===== config.mk =====
export PLATFORM = sky130hd
export DESIGN_NAME = reli_mux
export DESIGN_NICKNAME = d
export VERILOG_FILES = /design/src/rtl/reli_mux.sv
export SDC_FILE = /design/constraint.sdc
export NUM_CORES = 1
export LEC_CHECK = 0
export BUFFER_PORTS_ARGS = -buffer_cell sky130_fd_sc_hd__buf_2
export CAP_MARGIN = 25
export CELL_PAD_IN_SITES_DETAIL_PLACEMENT = 1
export CELL_PAD_IN_SITES_GLOBAL_PLACEMENT = 2
export CORE_AREA = 2 2 339 341
export CTS_BUF_LIST = sky130_fd_sc_hd__clkbuf_4 sky130_fd_sc_hd__clkbuf_8
export DETAILED_ROUTE_END_ITERATION = 16
export DIE_AREA = 0 0 341 343
export GPL_TIMING_DRIVEN = 0
export PLACE_DENSITY_LB_ADDON = 0.2
export SYNTH_ARGS = -nofsm -noshare
export SYNTH_HDL_FRONTEND = slang
export SYNTH_SLANG_ARGS = --single-unit

===== constraint.sdc =====
create_clock -name clk -period 26.3 [get_ports clk]
set_input_delay 5.26 -clock clk [delete_from_list [all_inputs] [get_ports clk]]
set_output_delay 5.26 -clock clk [all_outputs]
set_load 0.02 [all_outputs]

===== src/rtl/reli_mux.sv =====
// reli_mux: packet-level 3:1 AXI-Stream merger (buf/ctl/net -> MAC).
// Round-robin grant held until tlast, followed by a registered 2-entry skid output.
//
// state  | meaning
// IDLE   | no grant; pick first valid port scanning from rr_last+1
// ACTIVE | grant locked to one port until its tlast beat is accepted

module reli_mux #(
    parameter int AXIS_DATA_WIDTH = 128,
    parameter int AXIS_KEEP_WIDTH = AXIS_DATA_WIDTH/8,
    parameter int AXIS_USER_WIDTH = 72
) (
    input  logic                       clk,
    input  logic                       rst,
    input  logic [AXIS_DATA_WIDTH-1:0] s_axis_buf_tdata,
    input  logic [AXIS_KEEP_WIDTH-1:0] s_axis_buf_tkeep,
    input  logic [AXIS_USER_WIDTH-1:0] s_axis_buf_tuser,
    input  logic                       s_axis_buf_tvalid,
    input  logic                       s_axis_buf_tlast,
    output logic                       s_axis_buf_tready,
    input  logic [AXIS_DATA_WIDTH-1:0] s_axis_ctl_tdata,
    input  logic [AXIS_KEEP_WIDTH-1:0] s_axis_ctl_tkeep,
    input  logic [AXIS_USER_WIDTH-1:0] s_axis_ctl_tuser,
    input  logic                       s_axis_ctl_tvalid,
    input  logic                       s_axis_ctl_tlast,
    output logic                       s_axis_ctl_tready,
    input  logic [AXIS_DATA_WIDTH-1:0] s_axis_net_tdata,
    input  logic [AXIS_KEEP_WIDTH-1:0] s_axis_net_tkeep,
    input  logic [AXIS_USER_WIDTH-1:0] s_axis_net_tuser,
    input  logic                       s_axis_net_tvalid,
    input  logic                       s_axis_net_tlast,
    output logic                       s_axis_net_tready,
    output logic [AXIS_DATA_WIDTH-1:0] m_axis_tdata,
    output logic [AXIS_KEEP_WIDTH-1:0] m_axis_tkeep,
    output logic [AXIS_USER_WIDTH-1:0] m_axis_tuser,
    output logic                       m_axis_tvalid,
    output logic                       m_axis_tlast,
    input  logic                       m_axis_tready,
    output logic [1:0]                 m_axis_tid,
    output logic                       busy
);

    typedef enum logic {ST_IDLE = 1'b0, ST_ACTIVE = 1'b1} state_t;

    state_t     r_state, w_state_next;
    logic [1:0] r_grant, w_grant_next;
    logic [1:0] r_rr_last, w_rr_last_next;
    logic [1:0] w_sel;
    logic [2:0] w_req;
    logic       r_ready_int;
    logic       w_ready_int_early;

    logic [AXIS_DATA_WIDTH-1:0] w_in_tdata;
    logic [AXIS_KEEP_WIDTH-1:0] w_in_tkeep;
    logic [AXIS_USER_WIDTH-1:0] w_in_tuser;
    logic                       w_in_tvalid, w_in_tlast, w_in_beat;

    logic [AXIS_DATA_WIDTH-1:0] r_m_tdata, r_t_tdata;
    logic [AXIS_KEEP_WIDTH-1:0] r_m_tkeep, r_t_tkeep;
    logic [AXIS_USER_WIDTH-1:0] r_m_tuser, r_t_tuser;
    logic                       r_m_tlast, r_t_tlast;
    logic [1:0]                 r_m_tid, r_t_tid;
    logic                       r_m_tvalid, r_t_tvalid;
    logic                       w_m_tvalid_next, w_t_tvalid_next;
    logic                       w_to_out, w_to_temp, w_temp_to_out;

    assign w_req = {s_axis_net_tvalid, s_axis_ctl_tvalid, s_axis_buf_tvalid};

    always_comb begin
        w_sel = 2'd0;
        case (r_rr_last)
            2'd0: begin
                if (w_req[1])      w_sel = 2'd1;
                else if (w_req[2]) w_sel = 2'd2;
                else               w_sel = 2'd0;
            end
            2'd1: begin
                if (w_req[2])      w_sel = 2'd2;
                else if (w_req[0]) w_sel = 2'd0;
                else               w_sel = 2'd1;
            end
            default: begin
                if (w_req[0])      w_sel = 2'd0;
                else if (w_req[1]) w_sel = 2'd1;
                else               w_sel = 2'd2;
            end
        endcase
    end

    always_comb begin
        w_in_tdata  = s_axis_net_tdata;
        w_in_tkeep  = s_axis_net_tkeep;
        w_in_tuser  = s_axis_net_tuser;
        w_in_tvalid = s_axis_net_tvalid;
        w_in_tlast  = s_axis_net_tlast;
        case (r_grant)
            2'd0: begin
                w_in_tdata  = s_axis_buf_tdata;
                w_in_tkeep  = s_axis_buf_tkeep;
                w_in_tuser  = s_axis_buf_tuser;
                w_in_tvalid = s_axis_buf_tvalid;
                w_in_tlast  = s_axis_buf_tlast;
            end
            2'd1: begin
                w_in_tdata  = s_axis_ctl_tdata;
                w_in_tkeep  = s_axis_ctl_tkeep;
                w_in_tuser  = s_axis_ctl_tuser;
                w_in_tvalid = s_axis_ctl_tvalid;
                w_in_tlast  = s_axis_ctl_tlast;
            end
            default: ;
        endcase
    end

    assign w_in_beat = (r_state == ST_ACTIVE) && w_in_tvalid && r_ready_int;

    assign s_axis_buf_tready = (r_state == ST_ACTIVE) && (r_grant == 2'd0) && r_ready_int;
    assign s_axis_ctl_tready = (r_state == ST_ACTIVE) && (r_grant == 2'd1) && r_ready_int;
    assign s_axis_net_tready = (r_state == ST_ACTIVE) && (r_grant == 2'd2) && r_ready_int;
    assign busy              = (r_state == ST_ACTIVE);

    always_comb begin
        w_state_next   = r_state;
        w_grant_next   = r_grant;
        w_rr_last_next = r_rr_last;
        case (r_state)
            ST_IDLE: begin
                if (|w_req) begin
                    w_grant_next = w_sel;
                    w_state_next = ST_ACTIVE;
                end
            end
            ST_ACTIVE: begin
                if (w_in_beat && w_in_tlast) begin
                    w_state_next   = ST_IDLE;
                    w_rr_last_next = r_grant;
                end
            end
            default: w_state_next = ST_IDLE;
        endcase
    end

    always_ff @(posedge clk) begin
        if (!rst) begin
            r_state   <= ST_IDLE;
            r_grant   <= 2'd0;
            r_rr_last <= 2'd2;
        end else begin
            r_state   <= w_state_next;
            r_grant   <= w_grant_next;
            r_rr_last <= w_rr_last_next;
        end
    end

    // Ready is registered, so one beat may arrive after a stall begins; temp absorbs it.
    assign w_ready_int_early = m_axis_tready || (!r_t_tvalid && (!r_m_tvalid || !w_in_beat));

    always_comb begin
        w_m_tvalid_next = r_m_tvalid;
        w_t_tvalid_next = r_t_tvalid;
        w_to_out        = 1'b0;
        w_to_temp       = 1'b0;
        w_temp_to_out   = 1'b0;
        if (r_ready_int) begin
            if (m_axis_tready || !r_m_tvalid) begin
                w_m_tvalid_next = w_in_beat;
                w_to_out        = 1'b1;
            end else begin
                w_t_tvalid_next = w_in_beat;
                w_to_temp       = 1'b1;
            end
        end else if (m_axis_tready) begin
            w_m_tvalid_next = r_t_tvalid;
            w_t_tvalid_next = 1'b0;
            w_temp_to_out   = 1'b1;
        end
    end

    always_ff @(posedge clk) begin
        if (!rst) begin
            r_m_tvalid  <= 1'b0;
            r_t_tvalid  <= 1'b0;
            r_ready_int <= 1'b0;
        end else begin
            r_m_tvalid  <= w_m_tvalid_next;
            r_t_tvalid  <= w_t_tvalid_next;
            r_ready_int <= w_ready_int_early;
        end
    end

    always_ff @(posedge clk) begin
        if (w_to_out) begin
            r_m_tdata <= w_in_tdata;
            r_m_tkeep <= w_in_tkeep;
            r_m_tuser <= w_in_tuser;
            r_m_tlast <= w_in_tlast;
            r_m_tid   <= r_grant;
        end else if (w_temp_to_out) begin
            r_m_tdata <= r_t_tdata;
            r_m_tkeep <= r_t_tkeep;
            r_m_tuser <= r_t_tuser;
            r_m_tlast <= r_t_tlast;
            r_m_tid   <= r_t_tid;
        end
        if (w_to_temp) begin
            r_t_tdata <= w_in_tdata;
            r_t_tkeep <= w_in_tkeep;
            r_t_tuser <= w_in_tuser;
            r_t_tlast <= w_in_tlast;
            r_t_tid   <= r_grant;
        end
    end

    assign m_axis_tdata  = r_m_tdata;
    assign m_axis_tkeep  = r_m_tkeep;
    assign m_axis_tuser  = r_m_tuser;
    assign m_axis_tlast  = r_m_tlast;
    assign m_axis_tid    = r_m_tid;
    assign m_axis_tvalid = r_m_tvalid;

endmodule


==> impl_metrics.py <==
metrics = {
    "routing": {
        "drtIter0Drc": 677,
        "ant_nets": 0,
        "drc": 0,
        "wl_per_cell_um": 23.1,
        "first_pass_iters": 6,
        "vias": 16082,
        "drt_wl_total_um": 92800,
        "via_per_inst": 4.00,
    },
    "worst_setup_path": {
        "critical-path-top-delay-family": "buffers and inverters",
        "path_cells": "buf_6 -> buf_6 -> buf_6 -> buf_4 -> nor3b_1 -> buf_2",
        "r2r_start": "r_ready_int",
        "cp_max_fo": 10,
        "r2r-end": "m_axis_tdata[11]",
        "critPathMostFrequentCell": "buf_6",
        "worstPathBufferInverterCount": 5,
        "cp-end-kind": "output pin",
        "startpoint": "r_grant[1]",
        "start_kind": "flop",
        "critPathCapture": "s_axis_net_tready",
        "crit_cells": 6,
        "required_ps": 21040,
        "rrSetupSlack_ps": 23830,
        "worst_path_max_delay_cell": "dfxtp_1",
        "slowest_delay_ps": 350,
        "cp.arrival_ps": 2450,
        "rr_worst_depth": 6,
        "crit_type": "flop to output pin",
    },
    "floorplan": {
        "die_x_um": 341,
        "die-area_um2": 117000,
        "pin_count": 881,
        "core_um2": 113000,
        "start_util": 0.192,
        "fp-row-count": 124,
        "die_h_um": 343,
    },
    "clock_network": {
        "ctsHoldBuffers": 0,
        "cts.path.max_buffers": 3,
        "htreeDepth": 3,
        "cts_tree": "done",
        "cts_sinks": 446,
        "post_cts_resized": 0,
        "clk_latency_ps": 710,
        "cts_setup_buffers": 0,
        "cts_buffers": 86,
        "path_clk_slew_ps": 60,
        "cts-root-buf": "clkbuf_8",
    },
    "synthesis": {
        "ys_warn_count": 0,
        "synth_ff_type": "edfxtp_1",
        "synth_area_um2": 21800,
        "ys_ff_latch": 446,
        "post_synth.cell_area_avg_um2": 15.0,
        "synth_cells": 1459,
        "syn_nets": 2116,
        "ys_seq_area_frac": 0.610,
        "async_reset_ff_frac": 0,
        "synth_edf_count": 438,
        "synth.distinct_cells": 37,
    },
    "sta": {
        "holdWs_ps": 459,
        "hold_viol": 0,
        "rsz0062_at_grt": "no",
        "slew_viol_final": 0,
        "slew_headroom": 0.550,
        "setup_viol": 0,
        "finClkSkew_ps": 27.4,
        "worst_pin_slew_ps": 656,
        "tns_ps": 0,
        "fmax_mhz": 130,
        "layout_min_cycle_time_ps": 7710,
        "timing.final.crit_share": 0.293,
    },
    "job": {
        "maxCapViolCount": 0,
    },
    "global_route": {
        "antenna_found_initial": 27,
        "grt_usage": 0.154,
        "grt_max_degree": 56,
        "grt_pass1_wl_um": 129000,
        "grt-ovfl-total": 0,
        "grt_pass1_vias": 17782,
    },
    "final_layout": {
        "fin_nets": 3098,
        "final_common_cell": "buf_2",
        "layout-drive-gt1-share": 0.609,
        "area_growth_pct": 38.2,
        "final_cell_mix": "921 x buf_2, 438 x edfxtp_1, 224 x nand2_1, 219 x mux2i_1, 212 x mux2_2",
        "multi_input_area_um2": 7500,
        "regArea_um2": 13300,
        "fillers": 12681,
    },
    "placed_design": {
        "globalplace.congestion": 0.885,
        "port_buffers": 880,
        "dp_hpwl_um": 74500,
    },
    "power": {
        "ir_drop_mv": 0.0351,
        "power_per_cell_area_nw_per_um2": 67.1,
        "p_leak_uw": 0.0117,
    },
    "status": {
        "status": "completed",
    },
    "min_path": {
        "holdCritPathClass": "flop to flop",
    },
}
[routing by layer]
metal	track usage	wire length (µm)
met3	0.0426	6000
met4	0.0519	2510
met2	0.276	47900
met1	0.175	36200
met5	0	153
[flip-flops by register name, indices dropped and copies added (netlist names), 16 cells and up]
signal / cells
r_t_tuser: 72
m_axis_tdata: 128
r_t_tkeep: 16
m_axis_tuser: 72
m_axis_tkeep: 16
r_t_tdata: 128
[worst reg2reg max path, stage by stage (launching register included)]
cell and delay [ps]:
dfxtp_1 560, inv_1 160, o21ai_4 560, buf_16 240
buf_12 200, buf_12 240, buf_16 200
[worst min path at each step]
stage | startpoint | end | slack, ps | cells past startpoint
floorplan | r_grant[0] | r_t_tid[0] | 430 | 0
global route | r_grant[0] | r_t_tid[0] | 470 | 0
detailed placement | r_grant[0] | r_t_tid[0] | 450 | 0
CTS | r_grant[0] | r_t_tid[0] | 460 | 0
global placement | r_grant[0] | r_t_tid[0] | 440 | 0
finish | r_grant[0] | r_t_tid[0] | 460 | 0
[layout make-up]
| class | instances | share of cell area |
|---|---|---|
| sequential | 446 | 0.441 |
| multi-input combinational | 910 | 0.249 |
| timing repair buffer | 894 | 0.157 |
| tap | 1512 | 0.0627 |
| clock buffer | 119 | 0.0479 |
| buffer | 99 | 0.0336 |
| clock inverter | 34 | 0.00747 |
| inverter | 4 | 0.000498 |
| antenna | 6 | 0.000498 |
[power breakdown]
group	leakage [µW]	total, µW	internal (µW)	switching [µW]
Clock	0.000889	689	375	314
Sequential	0.00428	866	854	12.9
Combinational	0.00652	468	182	286
[metrics by stage]
stage	cell area [µm²]	worst slack [ps]	total power [µW]	utilization	instances
after global routing	30200	18340	2130	0.266	4021
after global placement	28100	7910	1370	0.248	3851
final	30200	18590	2020	0.266	4024
after floorplan	21800	13480	1160	-	1459
after detailed placement	28500	19190	1370	0.251	3865
after CTS	30100	18370	2080	0.266	4018
[cells in the mapped netlist, types with 2 or more instances]
cell / n / area share
edfxtp_1: 438 / 0.60
nand2_1: 224 / 0.039
mux2i_1: 219 / 0.10
mux2_2: 212 / 0.11
o21ai_2: 180 / 0.072
buf_2: 41 / 0.0094
o21ai_1: 39 / 0.0089
buf_12: 20 / 0.018
buf_6: 15 / 0.0077
buf_4: 14 / 0.0048
dfxtp_1: 8 / 0.0073
mux2_1: 7 / 0.0036
bufbuf_8: 6 / 0.0052
inv_1: 3 / 0.00052
nor2b_1: 3 / 0.00086
o21ai_0: 3 / 0.00069
clkbuf_1: 2 / 0.00034
nand2_2: 2 / 0.00057
nor2_1: 2 / 0.00034
nor3_1: 2 / 0.00046
nor3b_1: 2 / 0.00069
o22ai_1: 2 / 0.00057
[kinds of logic after synthesis]
kind of cell           synth area share
AND/OR/NAND/NOR                  0.0430
buffers and inverters            0.0471
multiplexers                      0.214
flip-flops                        0.610
AO/OA/AOI/OAI                    0.0859
(Power assumes the default switching activity.)
